`src/rtl/fighter_pkg.sv`:
```
`default_nettype none
// ============================================================================
// Module      : fighter_pkg
// Description : Shared fighter state encodings and default frame counts,
//               used by the action controller and the renderer.
// Revision    : 1.0 - initial release
// ============================================================================
package fighter_pkg;

    typedef logic [2:0] fstate_t;

    localparam fstate_t c_ST_IDLE     = 3'd0;
    localparam fstate_t c_ST_STARTUP  = 3'd1;
    localparam fstate_t c_ST_ACTIVE   = 3'd2;
    localparam fstate_t c_ST_RECOVERY = 3'd3;
    localparam fstate_t c_ST_HITSTUN  = 3'd4;
    localparam fstate_t c_ST_KO       = 3'd5;

    localparam int c_DEF_STARTUP_FRAMES  = 4;
    localparam int c_DEF_ACTIVE_FRAMES   = 3;
    localparam int c_DEF_RECOVERY_FRAMES = 8;
    localparam int c_DEF_HITSTUN_FRAMES  = 12;
    localparam int c_DEF_BUFFER_FRAMES   = 6;

    // States in which a fresh attack press is held for later instead of dropped.
    function automatic logic is_bufferable(input fstate_t s);
        return (s == c_ST_ACTIVE) || (s == c_ST_RECOVERY);
    endfunction

endpackage : fighter_pkg
`default_nettype wire

```
`src/rtl/input_buffer.sv`:
```
`default_nettype none
// ============================================================================
// Module      : input_buffer
// Description : Attack-press edge detector plus a one-deep, time-limited
//               press buffer, all advanced on frame ticks only.
// Revision    : 1.0 - initial release
// ============================================================================
module input_buffer #(
    parameter int BUFFER_FRAMES = 6
) (
    input  logic clk,
    input  logic reset,
    input  logic i_scen,
    input  logic i_btn_attack,
    input  logic i_arm_en,
    input  logic i_take_en,
    input  logic i_flush,
    output logic o_edge,
    output logic o_valid,
    output logic o_consume
);

    logic       r_prev;
    logic       r_valid;
    logic [4:0] r_age;

    assign o_edge    = i_scen & i_btn_attack & ~r_prev;
    assign o_valid   = r_valid;
    assign o_consume = i_scen & i_take_en & r_valid;

    always_ff @(posedge clk or posedge reset) begin
        if (reset) begin
            r_prev  <= 1'b0;
            r_valid <= 1'b0;
            r_age   <= 5'd0;
        end else if (i_scen) begin
            r_prev <= i_btn_attack;
            if (i_flush || o_consume) begin
                r_valid <= 1'b0;
                r_age   <= 5'd0;
            end else if (i_arm_en && o_edge) begin
                r_valid <= 1'b1;
                r_age   <= 5'd0;
            end else if (r_valid) begin
                // Usable on exactly BUFFER_FRAMES ticks after the press.
                if (r_age == 5'(BUFFER_FRAMES - 1)) begin
                    r_valid <= 1'b0;
                    r_age   <= 5'd0;
                end else begin
                    r_age <= r_age + 5'd1;
                end
            end
        end
    end

endmodule : input_buffer
`default_nettype wire

```
`src/rtl/fighter_action_ctrl.sv`:
```
`default_nettype none
// ============================================================================
// Module      : fighter_action_ctrl
// Description : Per-player action FSM: attack startup/active/recovery, hitstun
//               and KO, with movement gating toward the position mover.
// Revision    : 1.0 - initial release
// ============================================================================
module fighter_action_ctrl
    import fighter_pkg::*;
#(
    parameter int STARTUP_FRAMES  = c_DEF_STARTUP_FRAMES,
    parameter int ACTIVE_FRAMES   = c_DEF_ACTIVE_FRAMES,
    parameter int RECOVERY_FRAMES = c_DEF_RECOVERY_FRAMES,
    parameter int HITSTUN_FRAMES  = c_DEF_HITSTUN_FRAMES,
    parameter int BUFFER_FRAMES   = c_DEF_BUFFER_FRAMES
) (
    input  logic       clk,
    input  logic       reset,
    input  logic       SCEN,
    input  logic       btn_left,
    input  logic       btn_right,
    input  logic       btn_jump,
    input  logic       btn_attack,
    input  logic       hit_taken,
    input  logic       ko,
    input  logic       jump_active,
    output logic       move_enable,
    output logic       move_left,
    output logic       move_right,
    output logic       jump,
    output logic       hitbox_active,
    output logic [2:0] state,
    output logic       busy
);

    fstate_t    r_state;
    fstate_t    w_next_state;
    logic [4:0] r_cnt;
    logic       r_hitbox;
    logic       r_hit_pend;
    logic       w_restart;
    logic       w_load;
    logic       w_hit;
    logic       w_hit_apply;
    logic       w_take_en;
    logic       w_edge;
    logic       w_valid;
    logic       w_consume;
    logic       w_idle;

    assign w_hit       = hit_taken | r_hit_pend;
    assign w_hit_apply = w_hit & ~ko & (r_state != c_ST_KO);
    assign w_take_en   = (r_state == c_ST_IDLE) & ~jump_active & ~ko & ~w_hit;
    assign w_load      = (w_next_state != r_state) | w_restart;

    input_buffer #(
        .BUFFER_FRAMES(BUFFER_FRAMES)
    ) u_input_buffer (
        .clk          (clk),
        .reset        (reset),
        .i_scen       (SCEN),
        .i_btn_attack (btn_attack),
        .i_arm_en     (is_bufferable(r_state)),
        .i_take_en    (w_take_en),
        .i_flush      (SCEN & w_hit_apply),
        .o_edge       (w_edge),
        .o_valid      (w_valid),
        .o_consume    (w_consume)
    );

    always_ff @(posedge clk or posedge reset) begin
        if (reset) begin
            r_state  <= c_ST_IDLE;
            r_cnt    <= 5'd0;
            r_hitbox <= 1'b0;
        end else if (SCEN) begin
            r_state  <= w_next_state;
            r_cnt    <= w_load ? 5'd0 : r_cnt + 5'd1;
            r_hitbox <= (w_next_state == c_ST_ACTIVE);
        end
    end

    // A hit arriving between frame ticks waits for the next tick.
    always_ff @(posedge clk or posedge reset) begin
        if (reset) begin
            r_hit_pend <= 1'b0;
        end else if (SCEN) begin
            r_hit_pend <= 1'b0;
        end else if (hit_taken) begin
            r_hit_pend <= 1'b1;
        end
    end

    always_comb begin
        w_next_state = r_state;
        w_restart    = 1'b0;
        if (ko || (r_state == c_ST_KO)) begin
            w_next_state = c_ST_KO;
        end else if (w_hit) begin
            w_next_state = c_ST_HITSTUN;
            w_restart    = 1'b1;
        end else begin
            case (r_state)
                c_ST_IDLE: begin
                    if (!jump_active && (w_edge || w_consume)) begin
                        w_next_state = c_ST_STARTUP;
                    end
                end
                c_ST_STARTUP: begin
                    if (r_cnt == 5'(STARTUP_FRAMES - 1)) w_next_state = c_ST_ACTIVE;
                end
                c_ST_ACTIVE: begin
                    if (r_cnt == 5'(ACTIVE_FRAMES - 1)) w_next_state = c_ST_RECOVERY;
                end
                c_ST_RECOVERY: begin
                    if (r_cnt == 5'(RECOVERY_FRAMES - 1)) w_next_state = c_ST_IDLE;
                end
                c_ST_HITSTUN: begin
                    if (r_cnt == 5'(HITSTUN_FRAMES - 1)) w_next_state = c_ST_IDLE;
                end
                default: w_next_state = c_ST_IDLE;
            endcase
        end
    end

    // Airborne arcs keep advancing through attacks and stun, but never in KO.
    always_comb begin
        w_idle      = (r_state == c_ST_IDLE);
        move_left   = w_idle & btn_left;
        move_right  = w_idle & btn_right;
        jump        = w_idle & btn_jump;
        move_enable = (r_state != c_ST_KO) & (w_idle | jump_active);
        busy        = ~w_idle;
    end

    assign hitbox_active = r_hitbox;
    assign state         = r_state;

endmodule : fighter_action_ctrl
`default_nettype wire

```
`config.mk`:
```
export PLATFORM = sky130hd
export DESIGN_NAME = fighter_action_ctrl
export DESIGN_NICKNAME = d
export VERILOG_FILES = /design/src/rtl/fighter_pkg.sv /design/src/rtl/input_buffer.sv /design/src/rtl/fighter_action_ctrl.sv
export SDC_FILE = /design/constraint.sdc
export NUM_CORES = 1
export LEC_CHECK = 0
export CAP_MARGIN = 20
export CORE_MARGIN = 2
export CORE_UTILIZATION = 45
export CTS_CLUSTER_DIAMETER = 30
export DETAILED_ROUTE_END_ITERATION = 7
export GPL_TIMING_DRIVEN = 0
export MAX_ROUTING_LAYER = met4
export PLACE_DENSITY = 0.7
export SLEW_MARGIN = 20
export SYNTH_ARGS = -nofsm -noshare
export SYNTH_HDL_FRONTEND = slang
export SYNTH_SLANG_ARGS = --single-unit
```
`constraint.sdc`:
```
create_clock -name clk -period 3.9 [get_ports clk]
set_input_delay 0.39 -clock clk [delete_from_list [all_inputs] [get_ports clk]]
set_output_delay 0.39 -clock clk [all_outputs]
set_load 0.05 [all_outputs]
```
# Word-level counts from Yosys, hierarchy flattened
# Cells that the tools add are included.
[classes]
addsub = 2
eq_ne = 13
n_mux = 21
reduce_logical = 11
bitwise_logic = 22
[ops]
columns = ["operator", "n"]
rows = [
  ["2-to-1 mux 5 bit", 5],
  ["2-to-1 mux 3 bit", 7],
  ["case mux 3 bit (5 select lines)", 1],
  ["bitwise AND 1 bit", 14],
  ["adder 5 x 1 -> 5 bit, second input constant", 2],
  ["equality test 5 x 2 -> 1 bit, second input constant", 2],
  ["equality test 5 x 3 -> 1 bit, second input constant", 2],
  ["equality test 3 x 2 -> 1 bit, second input constant", 3],
  ["2-to-1 mux 1 bit", 8],
  ["equality test 3 bit, second input constant", 2],
  ["equality test 5 x 4 -> 1 bit, second input constant", 1],
  ["NOT 1 bit", 5],
  ["logical OR 1 bit", 4],
  ["equality test 3 x 1 -> 1 bit, second input constant", 1],
  ["zero test 3 bit", 1],
  ["inequality test 3 bit", 1],
  ["inequality test 3 bit, second input constant", 1],
  ["OR 1 bit", 3],
  ["nonzero test 3 bit", 1],
  ["logical AND 1 bit", 2],
  ["AND reduction 2 bit", 1],
  ["nonzero test 2 bit", 1],
  ["zero test 1 bit", 1],
]
[word_totals]
output_inout_bits = 9
inputBits = 10
reg_bits = 17

# Logic depth before layout (Yosys ltp)
# Gate-level depths: netlist of run 1.
[logic_depth]
ltp_word = 15
ltp_mapped = 6
mapped_depth_nobuf = 6

# Cells and area by module
# A second synthesis of run 1 with hierarchy kept.
[unflattened]
cells_unflattened = 141
area_unflattened_um2 = 1157.4
[modules_own_cells]
columns = ["mod", "area_per_inst_um2", "instances", "cells_per_inst"]
rows = [
  ["fighter_action_ctrl", 716.9, 1, 91],
  ["input_buffer", 440.4, 1, 50],
]

# Worst setup path before layout of run 1
# OpenSTA, ideal clock, no wires.
[synth_path]
kind = "reg2out"
from = "register r_state[1], in the netlist state[1]"
to = "output move_enable"
arrival_time_ns = 1.811
slack_ns = 1.699
stages_incl_launch_ff = 4
t_required_ns = 3.510
path_cell_list = "dfrtp_1 -> buf_2 -> o21ai_0 -> a21oi_1"
[synth_via]
elab_chain_len = 3
word_cells_on_any_way = 4
[synth_rtl]
columns = ["item", "line_no", "source"]
rows = [
  ["start, declared", "fighter_action_ctrl.sv:36", "fstate_t r_state;"],
  ["start signal, assigned", "fighter_action_ctrl.sv:73", "r_state <= c_ST_IDLE;"],
  ["start signal, assigned", "fighter_action_ctrl.sv:77", "r_state <= w_next_state;"],
  ["zero test 3 bit", "fighter_action_ctrl.sv:128", "w_idle = (r_state == c_ST_IDLE);"],
  ["OR 1 bit", "fighter_action_ctrl.sv:132", "move_enable = (r_state != c_ST_KO) & (w_idle | jump_active);"],
  ["bitwise AND 1 bit *", "fighter_action_ctrl.sv:132", ""],
  ["end, declared", "fighter_action_ctrl.sv:27", "output logic move_enable,"],
]
# Every way passes the cells marked *; elsewhere a longest branch is shown, timed or not.

# Final worst setup path of run 1
[layout_path]
from = "register r_state[1], in the netlist state[1]"
to = "output jump"
[layout_via]
elab_chain_len = 2
[layout_rtl]
columns = ["item", "line_no", "source"]
rows = [
  ["zero test 3 bit", "fighter_action_ctrl.sv:128", ""],
  ["bitwise AND 1 bit", "fighter_action_ctrl.sv:131", "jump = w_idle & btn_jump;"],
  ["end, declared", "fighter_action_ctrl.sv:30", "output logic jump,"],
]
# No other way between the ends.

==> out/metrics.cfg, run 1 <==
[sta]
timing.final.crit_period_ns = 2.65
final_hold_viol_count = 0
tns_ns = 0
tightest_slew_ns = 0.662
rsz0062_at_grt = false
setup_viol = 0
slew_violations = 0
setup_ws_ns = 1.25
relSlewSlack_pct = 55.3
fmax_mhz = 377
clock_skew_ns = 0.00137
final.period_utilization_pct = 68.0

[place]
pre_cts_slack_ns = 1.47
numPlacedInstances = 167
gp_congestion = 0.895
dpl.hpwl_um = 1870
port_buffers = 17

[synth]
avgSynthCellArea_um2 = 9.09
synth_seq_area_share_pct = 38.4
netlist_instances = 122
ys_warn_count = 0
yosysUniqueCellTypes = 41
ys_seq_elements = 17
synthArstFlopShare_pct = 100
synth-main-ff-cell = dfrtp_1
synth_nets = 136
syn-cell-area_um2 = 1110
synth_edf_count = 0

[setup_path]
critical_path_buf_inv_count = 2
endpoint_kind = output pin
rr_worst_depth = 6
slowest_delay_ns = 0.80
start_kind = flop
reg2reg_to = r_cnt[3]
slowest_stage = clkdlybuf4s50_1
r2r-start = r_cnt[1]
worstPathArrival_ns = 2.26
r2r_slack_ns = 1.87
worst-setup-path-type = reg2out
worst-path-max-fanout = 10
crit_family = buffers and inverters
worstPathCellList = buf_2 > nor3_1 > and2_1 > clkdlybuf4s50_1
cp.required_ns = 3.51

[detailed_routing]
ant_nets = 0
wl_per_cell_um = 14.6
drt-total-wl_um = 2490
vias_per_cell = 5.86
firstDrtPassIters = 5
initialDrtViolationCount = 42
drc = 0
vias = 1002

[pwr]
clkPwrFrac_pct = 16.7
p_seq_share_pct = 47.3
switching_power_mw = 0.218
netSwitchingFraction_pct = 37.5
power.leakage_nw = 0.571
p_total_mw = 0.581
power_density_nw_per_um2 = 434
pwr-share-comb_pct = 36.0
irDropWorstVdd_uv = 243
p_int_mw = 0.363

[final_layout]
n_fill_cell = 201
seqCellArea_um2 = 425
final_cells = 171
syn_to_final_growth_pct = 21.0
finalNetCount = 158
final_core_util_pct = 58.9
antenna_cells = 0
drive_gt1_share_pct = 9.79
multi_input_area_um2 = 608

[global_route]
grt_pass1_vias = 974
grt_max_degree = 18
overflow = 0
globalRouteTotalUtil_pct = 20.8
grt_pass1_wl_um = 4240
antenna_found_initial = 0

[clock_network]
cts.htree.levels = 1
postCtsSetupBuffers = 0
post_cts_resized = 0
cts.sinks = 17
hold_buffers = 0
cts-root-buf = clkbuf_4
insertion_delay_ns = 0.29
tritoncts = yes
clk_pin_slew_worst_paths_ns = 0.10
cts_buffers = 3
cts_buffer_depth = 2

[floorplanning]
dieArea_um2 = 2880
die_x_um = 53.6
num_rows = 17
die_y_um = 53.6
io_pins = 19
start_util_pct = 48.7
core_um2 = 2280

[run]
drv_cap = 0

[worst_hold_path]
hp-class = in2async

[run_status]
status = completed

==> Yosys cell counts, types with 2 or more instances <==
cell type  number  area share, %
clkbuf_1        2           0.68
or4_1           2            1.4
nor2b_1         2            1.1
nor4bb_1        3            2.7
ha_1            4            4.5
nor4_1          2            1.1
o21ai_0         6            2.7
nand3_1         4            1.8
o211ai_1        2            1.4
and2_1          4            2.3
o2bb2ai_1       2            1.6
dfrtp_1        17             38
xor2_1          3            2.4
nor3_1          5            2.3
inv_1          11            3.7
nand2_1         3            1.0
nand4_1         6            3.4
buf_2           3            1.4
nor2_1          9            3.0
a21oi_1        11            5.0
==> worst max-delay path by stage <==
| stage | startpoint | end | slack [ns] | cells after the start |
|---|---|---|---|---|
| 4_1_cts | state[1] | jump | 1.24 | 4 |
| 3_3_place_gp | ko | r_cnt[0] | 1.47 | 6 |
| 6_report | state[1] | jump | 1.25 | 4 |
| 2_1_floorplan | state[1] | move_enable | 1.70 | 3 |
| 3_5_place_dp | ko | r_cnt[1] | 1.47 | 6 |
| 5_1_grt | state[1] | jump | 1.12 | 4 |
==> layout by cell type (no fill, tap or decap), drive strengths merged, types with 2 or more instances in the layout <==
master	n
dfrtp	17
clkdlybuf4s50	17
a21oi	12
inv	11
nor2	9
nand4	6
o21ai	6
nor3	5
clkbuf	5
nand3	4
and2	4
ha	4
buf	4
nor4bb	3
xor2	3
nand2	3
nor4	2
nor2b	2
o211ai	2
or4	2
o2bb2ai	2
a21boi	2
o31ai	2
==> metal layers <==
layer	wire length, um	GRT usage, %	part of all wire [%]	vias up
met3	180	3.33	7.2	4
met1	1180	28.0	47	456
met2	1110	32.1	44	48
li1	-	-	-	494
met4	27	6.84	1.1	0
met5	0	-	0	-
==> logic make-up (layout without fill, tap and decap cells) <==
logic type | Yosys count | count (layout) | share of synthesized area [%]
compound gates | 35 | 35 | 22.8
xor+xnor | 3 | 3 | 2.37
fa+ha+maj | 4 | 4 | 4.51
buf+inv | 17 | 38 | 6.77
flops | 17 | 17 | 38.4
mux | 2 | 2 | 1.92
simple gates | 44 | 44 | 23.2
==> power groups by stage <==
stage | clock network (mW) | logic [mW] | registers [mW]
3_3_place_gp | 0 | 0.202 | 0.275
5_1_grt | 0.110 | 0.239 | 0.286
4_1_cts | 0.0996 | 0.211 | 0.275
6_report | 0.0973 | 0.209 | 0.275
2_1_floorplan | 0 | 0.168 | 0.265
3_5_place_dp | 0 | 0.209 | 0.279
==> worst register-to-register path: stages, from the launching register on <==
cell and delay [ns]:
dfrtp_1 0.42, ha_1 0.28, nor4bb_1 0.59, nand3_1 0.14
o211ai_1 0.19, or3_4 0.22, a21oi_1 0.07
==> through the flow <==
stage | area, um2 | hold WS, ns
floorplan | 1110 | 0.316
global placement | 1310 | 0.478
detailed placement | 1310 | 0.482
CTS | 1340 | 0.497
global route | 1340 | 0.531
finish | 1340 | 0.470
==> final cells by class <==
type	instances	area share, %
well taps	28	2.61
plain buffers	6	2.52
repair buffers	17	12.7
inverters	11	3.08
clock buffers	3	1.68
multi-input cells	88	45.3
flip-flops and latches	17	31.7
clock inverters	1	0.373
==> sequential cells by signal, indices dropped and copies added, names as in the netlist <==
| register | count |
|---|---|
| u_input_buffer.o_valid | 1 |
| u_input_buffer.r_prev | 1 |
| r_cnt | 5 |
| hitbox_active | 1 |
| state | 3 |
| u_input_buffer.r_age | 5 |
| r_hit_pend | 1 |
Power figures use the tool's default switching activity.
==> inputs of run 2 (changes only) <==
==> constraint.sdc (replaced) <==
create_clock -name clk -period 2.5 [get_ports clk]
set_input_delay 0.25 -clock clk [delete_from_list [all_inputs] [get_ports clk]]
set_output_delay 0.25 -clock clk [all_outputs]
set_load 0.05 [all_outputs]
==> run 2 against run 1 <==
Against the previous run: sequential share of layout area about the same; die area is the same; critical path type unchanged; setup slack got worse by 1.0 ns.
==> out/metrics.cfg, run 2 (same netlist as run 1, synthesis figures left out) <==
[run_status]
status = completed

[detailed_routing]
initialDrtViolationCount = 39
ant_nets = 0
firstDrtPassIters = 5
drc = 0
wl_per_cell_um = 14.6
vias = 1007
vias_per_cell = 5.89
drt-total-wl_um = 2490

[sta]
tns_ns = 0
relSlewSlack_pct = 55.2
fmax_mhz = 437
clock_skew_ns = 0.00248
timing.final.crit_period_ns = 2.29
setup_viol = 0
whs_ns = 0.330
slew_violations = 0
final.period_utilization_pct = 91.6
rsz0062_at_grt = false
tightest_slew_ns = 0.662
final_hold_viol_count = 0

[floorplanning]
start_util_pct = 48.7
die_y_um = 53.6
dieArea_um2 = 2880
num_rows = 17
die_x_um = 53.6
io_pins = 19
core_um2 = 2280

[global_route]
globalRouteTotalUtil_pct = 20.8
grt_max_degree = 18
overflow = 0
grt_pass1_wl_um = 4240
antenna_found_initial = 0
grt_pass1_vias = 974

[setup_path]
cp.required_ns = 2.25
slowest_stage = clkdlybuf4s50_1
start_kind = flop
crit_family = buffers and inverters
worstPathCellList = buf_2 > nor3_1 > inv_1 > clkdlybuf4s50_1
worst-setup-path-type = reg2out
worstPathArrival_ns = 2.04
slowest_delay_ns = 0.70
critical_path_buf_inv_count = 3
worst-path-max-fanout = 10
endpoint_kind = output pin

[final_layout]
final_cells = 171
antenna_cells = 0
stdcell_area_um2 = 1340
final_cell_mix = dfrtp_1 (17), clkdlybuf4s50_1 (13), inv_1 (11), a21oi_1 (11), nor2_1 (9)
syn_to_final_growth_pct = 20.9
finalNetCount = 158
drive_gt1_share_pct = 9.79
final_core_util_pct = 58.9
final_common_cell = dfrtp_1

[place]
place_area_um2 = 1310
gp_congestion = 0.895
dpl.hpwl_um = 1870
numPlacedInstances = 167
port_buffers = 17

[pwr]
power_density_nw_per_um2 = 677
irDropWorstVdd_uv = 379
power.leakage_nw = 0.604

[worst_hold_path]
hp-class = in2async

[clock_network]
clk_pin_slew_worst_paths_ns = 0.10
cts.sinks = 17
cts.htree.levels = 1
cts-root-buf = clkbuf_4
hold_buffers = 0
tritoncts = yes
cts_buffer_depth = 2
cts_buffers = 3
insertion_delay_ns = 0.30

[run]
drv_cap = 0

-- run 2: cell count changes in the layout (fill, tap and decap cells not counted) --
cell	change
dlygate4sd2_1	+3
clkdlybuf4s50_1	-4
dlymetal6s2s_1	+1
-- run 2: timing repair --
item                                    4_1_cts  5_1_grt
buffers inserted                              0        0
endpoints found under the setup margin        3        1
resized for setup                             3        1
-- run 2: power by group --
group / total [mW] / leakage (nW) / switching, mW / internal [mW]
clock: 0.152 / 0.0177 / 0.0927 / 0.0596
combinational: 0.326 / 0.375 / 0.168 / 0.158
sequential: 0.429 / 0.211 / 0.0802 / 0.349
-- run 2: worst paths after layout --
kind	start	to	slack, ns	depth (start not counted)
hold reg to reg	hitbox_active	hitbox_active	0.50	1
min in group clk	SCEN	u_input_buffer.o_valid	0.38	3
max in group asynchronous	reset	r_cnt[3]	1.75	2
hold / removal	reset	u_input_buffer.r_age[0]	0.33	2
setup reg to reg	r_cnt[1]	r_cnt[3]	0.47	6
setup / recovery	state[1]	busy	0.21	4
-- run 2: metrics by stage --
stage | setup slack, ns | power [mW]
CTS | 0.152 | 0.913
floorplan | 0.439 | 0.676
global placement | 0.207 | 0.743
global route | 0.0618 | 0.991
detailed placement | 0.209 | 0.761
finish | 0.211 | 0.908
-- run 2: cell type report --
type / count / area, um2
Inverter: 11 / 41.3
Buffer: 6 / 33.8
Clock inverter: 1 / 5.00
Clock buffer: 3 / 22.5
Timing Repair Buffer: 17 / 169
Sequential cell: 17 / 425
Tap cell: 28 / 35.0
Fill cell: 202 / 936
Multi-Input combinational cell: 88 / 608
-- run 2: routing by layer --
layer / up-vias / GRT usage [%] / routed length [um]
li1: 493 / - / -
met1: 466 / 28.0 / 1190
met2: 44 / 32.1 / 1110
met3: 4 / 3.33 / 167
met4: 0 / 6.84 / 27
met5: - / - / 0
==> inputs of run 3 (changes only) <==
--- a/config.mk
+++ b/config.mk
@@ -7,12 +7,11 @@
 export LEC_CHECK = 0
 export CAP_MARGIN = 20
 export CORE_MARGIN = 2
-export CORE_UTILIZATION = 45
+export CORE_UTILIZATION = 25
 export CTS_CLUSTER_DIAMETER = 30
 export DETAILED_ROUTE_END_ITERATION = 7
 export GPL_TIMING_DRIVEN = 0
 export MAX_ROUTING_LAYER = met4
-export PLACE_DENSITY = 0.7
 export SLEW_MARGIN = 20
 export SYNTH_ARGS = -nofsm -noshare
 export SYNTH_HDL_FRONTEND = slang
==> run 3 against run 2 <==
Against the previous run: sequential share of layout area is 1.2 points lower; first-iteration DRC count increased by 79%; flip-flop and latch count unchanged; clock power rose by 34%; fmax fell by 0.88%; global-route usage decreased by 9.7 points; combinational power is essentially flat; critical path depth is 1 higher; register-to-register slack improved by 0.03 ns; largest cell class unchanged.
==> out/metrics.cfg, run 3 (same netlist as run 1, synthesis figures left out) <==
[setup_path]
worstPathCellList = buf_2 > inv_1 > a21oi_1 > a21oi_1 > clkdlybuf4s50_1
worst-path-max-fanout = 10
slowest_stage = clkdlybuf4s50_1
r2r-start = r_cnt[1]
worst-setup-path-type = reg2out
worstPathArrival_ns = 2.06
rr_worst_depth = 6
crit_end = move_enable
cp-startpoint = state[1]
endpoint_kind = output pin
slowest_delay_ns = 0.82
cp.required_ns = 2.25
start_kind = flop
reg2reg_to = r_cnt[4]
crit_path_frequent_cell = a21oi_1
r2r_slack_ns = 0.50

[clock_network]
cts.sinks = 17
postCtsSetupBuffers = 0
tritoncts = yes
cts-root-buf = clkbuf_8
insertion_delay_ns = 0.25
cts_buffer_depth = 2
post_cts_resized = 1
cts_buffers = 3
cts.htree.levels = 1
clk_pin_slew_worst_paths_ns = 0.07
hold_buffers = 0

[place]
numPlacedInstances = 191
place_area_um2 = 1340
dpl.hpwl_um = 1920
gp_congestion = 0.902
port_buffers = 17

[final_layout]
n_fill_cell = 477
final_cells = 195
stdcell_area_um2 = 1390
final_cell_mix = dfrtp_1 (17), clkdlybuf4s50_1 (14), inv_1 (11), a21oi_1 (11), nor2_1 (9)
antenna_cells = 0
finalNetCount = 158
final_core_util_pct = 32.2
drive_gt1_share_pct = 9.79
final_common_cell = dfrtp_1
syn_to_final_growth_pct = 25.7

[floorplanning]
io_pins = 19
num_rows = 24
core_um2 = 4320
dieArea_um2 = 4980
die_y_um = 70.6
start_util_pct = 25.6
die_x_um = 70.6

[sta]
fmax_mhz = 433
timing.final.crit_period_ns = 2.31
tns_ns = 0
tightest_slew_ns = 0.690
slew_violations = 0
clock_skew_ns = 0.00109
final.period_utilization_pct = 92.4
final_hold_viol_count = 0
relSlewSlack_pct = 53.4
setup_viol = 0
rsz0062_at_grt = false

[detailed_routing]
vias = 1009
wl_per_cell_um = 13.1
drt-total-wl_um = 2560
vias_per_cell = 5.17
ant_nets = 0
firstDrtPassIters = 4
initialDrtViolationCount = 70
drc = 0

[pwr]
irDropWorstVdd_uv = 209
p_total_mw = 0.958
power_density_nw_per_um2 = 687
power.leakage_nw = 0.621

[global_route]
grt_pass1_wl_um = 4350
overflow = 0
grt_max_degree = 18
grt_pass1_vias = 964
antenna_found_initial = 0
globalRouteTotalUtil_pct = 11.1

[run_status]
status = completed

[run]
drv_cap = 0

[worst_hold_path]
hp-class = in2async

-- run 3: cell types whose count changed in the layout (fill, tap and decap cells not counted) --
cell	delta
dlygate4sd2_1	-2
clkbuf_8	+3
clkdlybuf4s50_1	+1
dlymetal6s2s_1	+1
clkbuf_4	-3
-- run 3: where the power goes --
part	switching, mW	internal [mW]	total, mW
sequential	0.0789	0.350	0.429
combinational	0.166	0.159	0.325
clock	0.0938	0.110	0.204
total	0.338	0.620	0.958
-- run 3: worst min path at each step --
stage / from / end / slack (ns) / depth (start not counted)
5_1_grt: SCEN / u_input_buffer.o_valid / 0.48 / 3
3_5_place_dp: hitbox_active / hitbox_active / 0.49 / 1
2_1_floorplan: reset / hitbox_active / 0.18 / 1
4_1_cts: reset / u_input_buffer.r_prev / 0.42 / 2
6_report: reset / u_input_buffer.r_prev / 0.39 / 2
3_3_place_gp: u_input_buffer.r_prev / u_input_buffer.r_prev / 0.49 / 1
-- run 3: final cells by class --
type / count / area, um2 / share of cell area [%]
clock buffers: 3 / 41.3 / 2.96
plain buffers: 6 / 33.8 / 2.42
multi-input cells: 88 / 608 / 43.6
clock inverters: 1 / 5.00 / 0.359
inverters: 11 / 41.3 / 2.96
flip-flops and latches: 17 / 425 / 30.5
well taps: 52 / 65.1 / 4.67
repair buffers: 17 / 174 / 12.5
-- run 3: per-stage QoR --
step	hold WS, ns	setup slack (ns)
final	0.391	0.191
after global routing	0.480	0.0807
after CTS	0.418	0.0150
after detailed placement	0.493	0.170
after global placement	0.492	0.200
after floorplan	0.176	0.439
-- run 3: critical path: cells and delay by family (launching register included) --
kind,cells,cell delay [ns]
buffers and inverters,3,1.17
flip-flops,1,0.43
AO/OA/AOI/OAI,2,0.22
-- run 3: per-layer routing --
layer | GRT usage, % | share of wire (%) | wire [um]
met4 | 6.92 | 1.7 | 44
met2 | 16.1 | 46 | 1180
met3 | 1.85 | 4.9 | 125
met5 | - | 0 | 0
met1 | 14.4 | 47 | 1220
